===== src/rtl/clint_responder.sv =====
// Core-local interruptor: msip, mtimecmp and mtime registers behind a single-outstanding valid/ready port.
// Optional macro CLINT_RTC_TICK_EN adds i_rtc_tick; mtime then advances only on ticks instead of every cycle.
module clint_responder #(
    parameter int cpu_max = 4
) (
    input  logic               i_clk,
    input  logic               i_rst,
`ifdef CLINT_RTC_TICK_EN
    input  logic               i_rtc_tick,
`endif
    input  logic               i_req_valid,
    output logic               o_req_ready,
    input  logic [47:0]        i_req_addr,
    input  logic               i_req_write,
    input  logic [63:0]        i_req_wdata,
    input  logic [7:0]         i_req_wstrb,
    output logic               o_resp_valid,
    input  logic               i_resp_ready,
    output logic [63:0]        o_resp_rdata,
    output logic               o_resp_err,
    output logic [cpu_max-1:0] o_msip,
    output logic [cpu_max-1:0] o_mtip,
    output logic [63:0]        o_mtime
);

    localparam logic [47:0] clint_bar  = 48'h0000_0200_0000;
    localparam logic [47:0] clint_mask = 48'h0000_0000_ffff;
    localparam logic [12:0] mtime_word = 13'h17ff;          // byte offset 0xBFF8 as a 64-bit word index
    localparam logic [10:0] hart_count = 11'(cpu_max);
    localparam logic [10:0] msip_words = 11'((cpu_max + 1) / 2);

    typedef enum logic {
        st_idle,
        st_resp
    } state_t;

    typedef enum logic [1:0] {
        tgt_none,
        tgt_msip,
        tgt_mtimecmp,
        tgt_mtime
    } target_t;

    state_t             state;
    state_t             state_next;
    target_t            target;
    logic               region_hit;
    logic [10:0]        word_idx;
    logic               accept;
    logic               wr_en;
    logic               tick;
    logic [63:0]        wr_mask;
    logic [63:0]        rd_data;
    logic [63:0]        mtime;
    logic [63:0]        mtime_next;
    logic [63:0]        mtimecmp [cpu_max];
    logic [cpu_max-1:0] msip;

`ifdef CLINT_RTC_TICK_EN
    assign tick = i_rtc_tick;
`else
    assign tick = 1'b1;
`endif

    // ---------------- request/response FSM ----------------
    // NOTE: sequential state uses non-blocking assignments so every flop samples pre-edge values.
    always_ff @(posedge i_clk) begin
        if (i_rst) state <= st_idle;
        else       state <= state_next;
    end

    // NOTE: every combinational output gets a default first, so no path can infer a latch.
    always_comb begin
        state_next = state;
        case (state)
            st_idle: if (i_req_valid)  state_next = st_resp;
            st_resp: if (i_resp_ready) state_next = st_idle;
            default: state_next = st_idle;
        endcase
    end

    always_comb begin
        o_req_ready  = 1'b0;
        o_resp_valid = 1'b0;
        case (state)
            st_idle: o_req_ready  = 1'b1;
            st_resp: o_resp_valid = 1'b1;
            default: ;
        endcase
    end

    assign accept = i_req_valid && o_req_ready;
    assign wr_en  = accept && i_req_write;

    // ---------------- address decode ----------------
    // The low three address bits are dropped: every register is addressed as a 64-bit word.
    always_comb begin
        region_hit = (i_req_addr & ~clint_mask) == clint_bar;
        word_idx   = i_req_addr[13:3];
        target     = tgt_none;
        if (region_hit) begin
            if (i_req_addr[15:3] == mtime_word)
                target = tgt_mtime;
            else if (i_req_addr[15:14] == 2'b00 && word_idx < msip_words)
                target = tgt_msip;
            else if (i_req_addr[15:14] == 2'b01 && word_idx < hart_count)
                target = tgt_mtimecmp;
        end
    end

    always_comb begin
        for (int b = 0; b < 8; b++)
            wr_mask[8*b +: 8] = {8{i_req_wstrb[b]}};
    end

    // ---------------- read mux ----------------
    always_comb begin
        rd_data = '0;
        case (target)
            tgt_mtime: rd_data = mtime;
            tgt_mtimecmp: begin
                for (int h = 0; h < cpu_max; h++)
                    if (word_idx == 11'(h)) rd_data = mtimecmp[h];
            end
            tgt_msip: begin
                for (int h = 0; h < cpu_max; h++) begin
                    if (word_idx == 11'(h / 2)) begin
                        if (h % 2 == 0) rd_data[0]  = msip[h];
                        else            rd_data[32] = msip[h];
                    end
                end
            end
            default: ;
        endcase
    end

    // A same-cycle mtime write overrides the increment; unwritten bytes keep the pre-increment value.
    always_comb begin
        mtime_next = tick ? mtime + 64'd1 : mtime;
        if (wr_en && target == tgt_mtime)
            mtime_next = (mtime & ~wr_mask) | (i_req_wdata & wr_mask);
    end

    // ---------------- architectural state ----------------
    always_ff @(posedge i_clk) begin
        if (i_rst) begin
            mtime  <= '0;
            msip   <= '0;
            o_mtip <= '0;
        end else begin
            mtime <= mtime_next;
            for (int h = 0; h < cpu_max; h++) begin
                o_mtip[h] <= mtime >= mtimecmp[h];
                if (wr_en && target == tgt_msip && word_idx == 11'(h / 2)) begin
                    if (h % 2 == 0) begin
                        if (i_req_wstrb[0]) msip[h] <= i_req_wdata[0];
                    end else begin
                        if (i_req_wstrb[4]) msip[h] <= i_req_wdata[32];
                    end
                end
            end
        end
    end

    // NOTE: the compare file has an architectural reset value (all ones), so it is built from resettable flops, not RAM.
    always_ff @(posedge i_clk) begin
        for (int h = 0; h < cpu_max; h++) begin
            if (i_rst)
                mtimecmp[h] <= '1;
            else if (wr_en && target == tgt_mtimecmp && word_idx == 11'(h))
                mtimecmp[h] <= (mtimecmp[h] & ~wr_mask) | (i_req_wdata & wr_mask);
        end
    end

    // ---------------- response registers ----------------
    always_ff @(posedge i_clk) begin
        if (i_rst) begin
            o_resp_rdata <= '0;
            o_resp_err   <= 1'b0;
        end else if (accept) begin
            o_resp_err   <= target == tgt_none;
            o_resp_rdata <= (i_req_write || target == tgt_none) ? '0 : rd_data;
        end
    end

    assign o_msip  = msip;
    assign o_mtime = mtime;

endmodule


===== config.mk =====
export PLATFORM = sky130hd
export DESIGN_NAME = clint_responder
export DESIGN_NICKNAME = d
export VERILOG_FILES = /design/src/rtl/clint_responder.sv
export SDC_FILE = /design/constraint.sdc
export NUM_CORES = 1
export LEC_CHECK = 0
export BUFFER_PORTS_ARGS = -buffer_cell sky130_fd_sc_hd__buf_2
export CORE_MARGIN = 1.5
export CORE_UTILIZATION = 39
export CTS_CLUSTER_DIAMETER = 50
export DETAILED_ROUTE_END_ITERATION = 6
export HOLD_SLACK_MARGIN = 0.02
export PLACE_DENSITY = 0.55
export SLEW_MARGIN = 20
export SYNTH_ARGS = -nofsm -noshare
export SYNTH_HDL_FRONTEND = slang
export SYNTH_SLANG_ARGS = --single-unit

===== constraint.sdc =====
create_clock -name i_clk -period 8.5 [get_ports i_clk]
set_input_delay 0.425 -clock i_clk [delete_from_list [all_inputs] [get_ports i_clk]]
set_output_delay 0.425 -clock i_clk [all_outputs]
set_load 0.05 [all_outputs]

==> results of run 1 <==
-- cells in the mapped netlist, types with 5 or more instances --
master / count
o31ai_1: 7
a311oi_1: 9
edfxtp_1: 256
buf_6: 13
a22oi_1: 65
and4_1: 11
o21a_1: 11
and3_1: 21
buf_2: 22
nand3_1: 53
a21oi_1: 142
buf_1: 12
dfxtp_1: 138
inv_1: 258
a21o_1: 37
nor3_1: 45
ha_1: 257
mux4_2: 60
mux2i_1: 6
nor4_1: 28
a211oi_1: 34
o221ai_1: 5
nor2_1: 129
a31oi_1: 26
mux2_2: 5
or4_1: 5
o21ai_0: 112
clkbuf_1: 88
nand2b_1: 15
nand4_1: 69
a2111oi_0: 11
or3_1: 9
nand2_1: 225
o211ai_1: 259
nor3b_1: 6
and2_1: 18
nor2b_1: 12
-- routing by layer --
metal,GRT usage,part of all wire
met1,0.380,0.42
met2,0.458,0.45
met3,0.0568,0.087
met4,0.117,0.042
met5,0,0.00011
-- final cells by class --
cell class,count,area (sq um),share of cell area
timing repair buffer,298,1650,0.0566
clock buffer,80,1660,0.0569
multi-input combinational,1740,13100,0.449
antenna,1,2.50,0.0000858
tap,846,1060,0.0363
sequential,394,10500,0.358
inverter,258,968,0.0332
clock inverter,31,275,0.00944
-- logic make-up after synthesis --
family | after synthesis | share of synthesized area
mux | 71 | 0.0587
flops | 394 | 0.418
compound gates | 746 | 0.200
buf+inv | 393 | 0.0640
simple gates | 666 | 0.131
fa+ha+maj | 257 | 0.129
-- worst reg2reg max path, delay by kind of cell (launching register included) --
kind                       cells  cell delay, ps
and+or+nand+nor                6            2570
DFF                            1             600
muxes                          1             280
adders and majority gates      1             320
-- worst max-delay path by stage --
stage	start	endpoint	slack, ps
2_1_floorplan	i_req_addr[9]	mtimecmp[0][0]$_SDFFCE_PN1P_	1300
3_3_place_gp	i_req_addr[41]	mtimecmp[0][18]$_SDFFCE_PN1P_	3430
3_5_place_dp	i_req_addr[41]	mtimecmp[0][12]$_SDFFCE_PN1P_	3410
4_1_cts	i_req_addr[41]	mtimecmp[0][31]$_SDFFCE_PN1P_	4050
5_1_grt	i_req_addr[41]	mtimecmp[0][31]$_SDFFCE_PN1P_	4060
6_report	i_req_addr[42]	mtimecmp[0][31]$_SDFFCE_PN1P_	4070
-- report_power, final --
part           switching [uW]  total [uW]  internal [uW]
Combinational             184         239           55.9
Sequential               5.58        2040           2030
Clock                     991        2430           1440
Total                    1180        4710           3530
-- cell usage in the layout (no fill, tap or decap), types with 6 or more instances in the layout --
| cell | Yosys | routed |
|---|---|---|
| a31oi_1 | 26 | 26 |
| or3_1 | 9 | 9 |
| buf_4 | 0 | 37 |
| nor3_1 | 45 | 41 |
| o21ai_0 | 112 | 110 |
| and2_1 | 18 | 18 |
| and4_1 | 11 | 11 |
| clkbuf_16 | 0 | 61 |
| inv_6 | 0 | 9 |
| ha_1 | 257 | 257 |
| mux2i_1 | 6 | 6 |
| nand2_1 | 225 | 225 |
| nor2b_1 | 12 | 12 |
| a22oi_1 | 65 | 65 |
| mux4_2 | 60 | 60 |
| nand3_1 | 53 | 53 |
| o211ai_1 | 259 | 259 |
| nor3b_1 | 6 | 6 |
| nand2b_1 | 15 | 15 |
| a21o_1 | 37 | 37 |
| edfxtp_1 | 256 | 256 |
| a211oi_1 | 34 | 34 |
| clkinv_2 | 0 | 7 |
| nor4_1 | 28 | 24 |
| clkbuf_1 | 88 | 13 |
| a21oi_1 | 142 | 142 |
| a2111oi_0 | 11 | 11 |
| buf_2 | 22 | 257 |
| a311oi_1 | 9 | 9 |
| and3_1 | 21 | 21 |
| dfxtp_1 | 138 | 138 |
| nand4_1 | 69 | 69 |
| inv_1 | 258 | 258 |
| clkbuf_8 | 0 | 6 |
| nor2_1 | 129 | 125 |
| o21a_1 | 11 | 11 |
-- repair_timing --
action / 4_1_cts / 5_1_grt
endpoints found under the hold margin: 1 / 0
gates resized for setup: 0 / 0
setup endpoints to repair: 0 / 0
hold buffers: 1 / 0
-- through the flow --
step           utilization  instances  cell area (sq um)  total power (uW)
2_1_floorplan            -       2527              25000              2210
3_3_place_gp         0.430       3533              27200              2310
3_5_place_dp         0.430       3534              27200              2320
4_1_cts              0.461       3646              29100              4740
5_1_grt              0.461       3648              29200              4830
6_report             0.461       3648              29200              4710
==> impl_metrics.json, run 1 <==
{
  "status": "finished clean",
  "vias": 22400,
  "ir_worst_vdd_mv": 0.140,
  "worstPathRequired_ps": 8740,
  "synth-async-reset-ratio": 0,
  "ys.flop_type": "edfxtp_1",
  "synth_edf_count": 256,
  "hold_violations": 0,
  "drive_gt1_frac": 0.176,
  "place_congestion": 0.908,
  "ys_seq_elements": 394,
  "antenna_found_initial": 5,
  "yosysWarnings": 0,
  "cp_cell_sequence": "buf_2 > nor4_1 > nand4_1 > or2_2 > nor2_4 > buf_16 > nand2_4 > o31ai_4 > buf_4",
  "die-height_um": 256,
  "nets": 3133,
  "drv_slew": 0,
  "max_stage_delay_ps": 920,
  "fin_ws_ps": 4070,
  "avgSynthCellArea_sq_um": 9.90,
  "fp.dieW_um": 256,
  "syn_area_sq_um": 25000,
  "cts_buffer_depth": 3,
  "clk_pin_slew_worst_paths_ps": 60,
  "overflow": 0,
  "dieArea_sq_um": 65700,
  "initial_core_util": 0.396,
  "rsz0062_at_grt": "no",
  "holdWs_ps": 63.7,
  "cp_max_fo": 38,
  "max_freq_ghz": 0.226,
  "first_global_vias": 22400,
  "dpl_worst_slack_ps": 3410,
  "min_period_ps": 4430,
  "rr_worst_depth": 8,
  "min_path_cells": 3,
  "drtPass1Iterations": 6,
  "critical_path_buf_inv_count": 3,
  "yosysSeqAreaShare": 0.418,
  "grt_pass1_wl_um": 143000,
  "via_per_inst": 6.14,
  "fp-row-count": 92,
  "reg2reg_slack_ps": 4650,
  "finalSetupViolCount": 0,
  "fillers": 6010,
  "clock_latency_ps": 620,
  "crit_path_top_delay_cell": "nor4_1",
  "cp-end-kind": "flop",
  "worstHoldStart": "i_req_wdata[15]",
  "worst_setup_path_start_kind": "input port",
  "synthTopCellsByArea": "edfxtp_1 (31%), ha_1 (13%), dfxtp_1 (11%)",
  "syn-instance-count": 2527,
  "worst-path-stages": 9,
  "tightestPinTransition_ps": 1100,
  "grt_max_degree": 55,
  "synth_top_cell_area_share": 0.307,
  "synth_top_cell_by_area": "edfxtp_1",
  "yosysUniqueCellTypes": 63,
  "drt_iter0_markers": 2131,
  "drc": 0,
  "crit_arrival_ps": 4670,
  "leakagePower_uw": 0.0130,
  "powerDensity_nw_per_um2": 162,
  "post-cts-setup-buffers": 0,
  "setup-tns-final_ps": 0,
  "cp_top_family": "simple AND/OR/NAND/NOR gates",
  "hold_path_class": "in -> reg",
  "wl_um": 96200,
  "core-area_sq_um": 63200,
  "grt_usage": 0.287,
  "wire_per_inst_um": 26.4,
  "cts_root_buf": "clkbuf_16",
  "slew_headroom": 0.262,
  "h-tree-depth": 2,
  "cts_buffers": 59,
  "cts_sinks": 394,
  "min_period_over_period": 0.522,
  "ant_nets": 0,
  "synth_fp_nets": 2909,
  "post-dp-hpwl_um": 67900,
  "io_pins": 264,
  "worst-setup-path-type": "in -> reg",
  "cts_tree": "yes",
  "skew_ps": 14.6,
  "drv_cap": 0,
  "portBuffers": 260,
  "area_growth_pct": 16.6
}
No activity file was read; power rests on OpenSTA's default activity.
==> inputs of run 2 (changes only) <==
--- a/config.mk
+++ b/config.mk
@@ -11,7 +11,7 @@
 export CTS_CLUSTER_DIAMETER = 50
 export DETAILED_ROUTE_END_ITERATION = 6
 export HOLD_SLACK_MARGIN = 0.02
-export PLACE_DENSITY = 0.55
+export PLACE_DENSITY = 0.57
 export SLEW_MARGIN = 20
 export SYNTH_ARGS = -nofsm -noshare
 export SYNTH_HDL_FRONTEND = slang
==> constraint.sdc (replaced) <==
create_clock -name i_clk -period 3.7 [get_ports i_clk]
set_input_delay 0.185 -clock i_clk [delete_from_list [all_inputs] [get_ports i_clk]]
set_output_delay 0.185 -clock i_clk [all_outputs]
set_load 0.05 [all_outputs]
==> run 2 against run 1 <==
Hold slack worse by 13 ps; via count up 2.5%; routed wire length down 1.9%; clock-buffer cell count down 10; critical path depth unchanged; core utilization up 1.7 points; total power up 120%; sequential cell count unchanged; global-route usage down 0.49 points.
==> impl_metrics.json, run 2 (synthesis gave the netlist of run 1 again) <==
{
  "drtPass1Iterations": 6,
  "drc": 0,
  "grtUsageMet1": 0.371,
  "cts_root_buf": "clkbuf_16",
  "grt_usage": 0.282,
  "drv_cap": 0,
  "fp.dieW_um": 256,
  "cts_tree": "yes",
  "antenna_found_initial": 2,
  "dieArea_sq_um": 65700,
  "via_per_inst": 6.10,
  "dpl_worst_slack_ps": 370,
  "grt_max_degree": 87,
  "grt_pass1_wl_um": 142000,
  "nets": 3251,
  "initial_core_util": 0.396,
  "reg2reg_slack_ps": 180,
  "finalSetupViolCount": 0,
  "worst-setup-path-type": "reg -> reg",
  "setup-tns-final_ps": 0,
  "wire_per_inst_um": 25.1,
  "use_met3": 0.0621,
  "rsz0062_at_grt": "no",
  "rr_worst_depth": 9,
  "slew_headroom": 0.340,
  "num_antenna_cells": 0,
  "pwr-share-clk": 0.498,
  "min_period_over_period": 0.950,
  "drv_slew": 0,
  "die-height_um": 256,
  "clk_pin_slew_worst_paths_ps": 60,
  "fin_ws_ps": 184,
  "ant_nets": 0,
  "area_growth_pct": 20.9,
  "overflow": 0,
  "cts_buffers": 54,
  "drt_iter0_markers": 2200,
  "status": "finished clean",
  "cts_sinks": 394,
  "vias": 23000,
  "fp-row-count": 92,
  "powerDensity_nw_per_um2": 350,
  "intPower_uw": 7990,
  "io_pins": 264,
  "place_congestion": 0.945,
  "met2_usage": 0.446,
  "tightestPinTransition_ps": 966,
  "leakagePower_uw": 0.0136,
  "skew_ps": 28.1,
  "ir_worst_vdd_mv": 0.308,
  "portBuffers": 260,
  "cts_buffer_depth": 3,
  "hold_violations": 0,
  "pwr-share-comb": 0.059,
  "hold_path_class": "in -> reg",
  "grt-busiest-layer": "met2",
  "core-area_sq_um": 63200,
  "sw_frac_of_total": 0.245,
  "max_freq_ghz": 0.284,
  "mostFrequentLayoutCell": "o211ai_1",
  "post-dp-hpwl_um": 66800,
  "clock_latency_ps": 630,
  "final_cell_mix": "o211ai_1 (259), inv_1 (258), ha_1 (257), buf_2 (257), edfxtp_1 (256)",
  "cp-end-kind": "flop",
  "first_global_vias": 22900,
  "worst_setup_path_start_kind": "flop",
  "h-tree-depth": 2,
  "min_period_ps": 3520,
  "drive_gt1_frac": 0.183,
  "wl_um": 94300,
  "power_frac_seq": 0.442,
  "crit_arrival_ps": 4080,
  "cp_max_fo": 11,
  "worstPathRequired_ps": 4260,
  "p_switching_uw": 2590
}
run 2: metal layers:
layer	wire length [um]	vias to the layer above
met5	27	-
li1	-	10300
met4	4330	4
met3	8990	239
met2	42900	1133
met1	38100	11200
run 2: final cells by class:
type / count / area, sq um
Clock buffer: 70 / 1480
Clock inverter: 32 / 314
Fill cell: 5926 / 32900
Inverter: 258 / 968
Multi-Input combinational cell: 1740 / 13100
Sequential cell: 394 / 10500
Tap cell: 846 / 1060
Timing Repair Buffer: 421 / 2890
run 2: power by group through the flow:
stage	Clock [uW]	Sequential (uW)	Combinational, uW
2_1_floorplan	0	4790	263
3_3_place_gp	0	4770	559
3_5_place_dp	0	4770	563
4_1_cts	5340	4680	617
5_1_grt	5530	4680	656
6_report	5270	4680	625
run 2: worst min path at each step:
stage / startpoint / cells past startpoint / endpoint
2_1_floorplan: i_resp_ready / 1 / state$_SDFF_PP0_
3_3_place_gp: i_resp_ready / 2 / state$_SDFF_PP0_
3_5_place_dp: i_resp_ready / 2 / state$_SDFF_PP0_
4_1_cts: i_req_wdata[45] / 3 / mtimecmp[1][45]$_SDFFCE_PN1P_
5_1_grt: i_req_wdata[45] / 3 / mtimecmp[2][45]$_SDFFCE_PN1P_
6_report: i_req_wdata[45] / 3 / mtimecmp[1][45]$_SDFFCE_PN1P_
run 2: critical path, stage by stage, from the launching register on:
cell	delay [ps]
dfxtp_1	590
and4_1	420
and4_1	280
nand3_1	80
buf_4	170
nor4_2	540
buf_4	250
a311oi_1	100
a2111oi_0	410
dlygate4sd3_1	620
run 2: what timing repair did:
action | 4_1_cts | 5_1_grt
buffers inserted | 0 | 0
hold endpoints to repair | 218 | 0
gates resized for setup | 0 | 2
endpoints found under the setup margin | 0 | 2
hold buffers | 69 | 0
run 2: per-stage QoR:
stage / hold WS, ps / instance area (sq um) / cells / power, uW / utilization
finish: 50.5 / 30200 / 3761 / 10600 / 0.479
floorplan: 285 / 25100 / 2527 / 5060 / -
CTS: 43.0 / 30200 / 3761 / 10600 / 0.479
detailed placement: 390 / 27800 / 3590 / 5340 / 0.439
global route: 58.7 / 30200 / 3761 / 10900 / 0.479
global placement: 370 / 27800 / 3590 / 5330 / 0.439
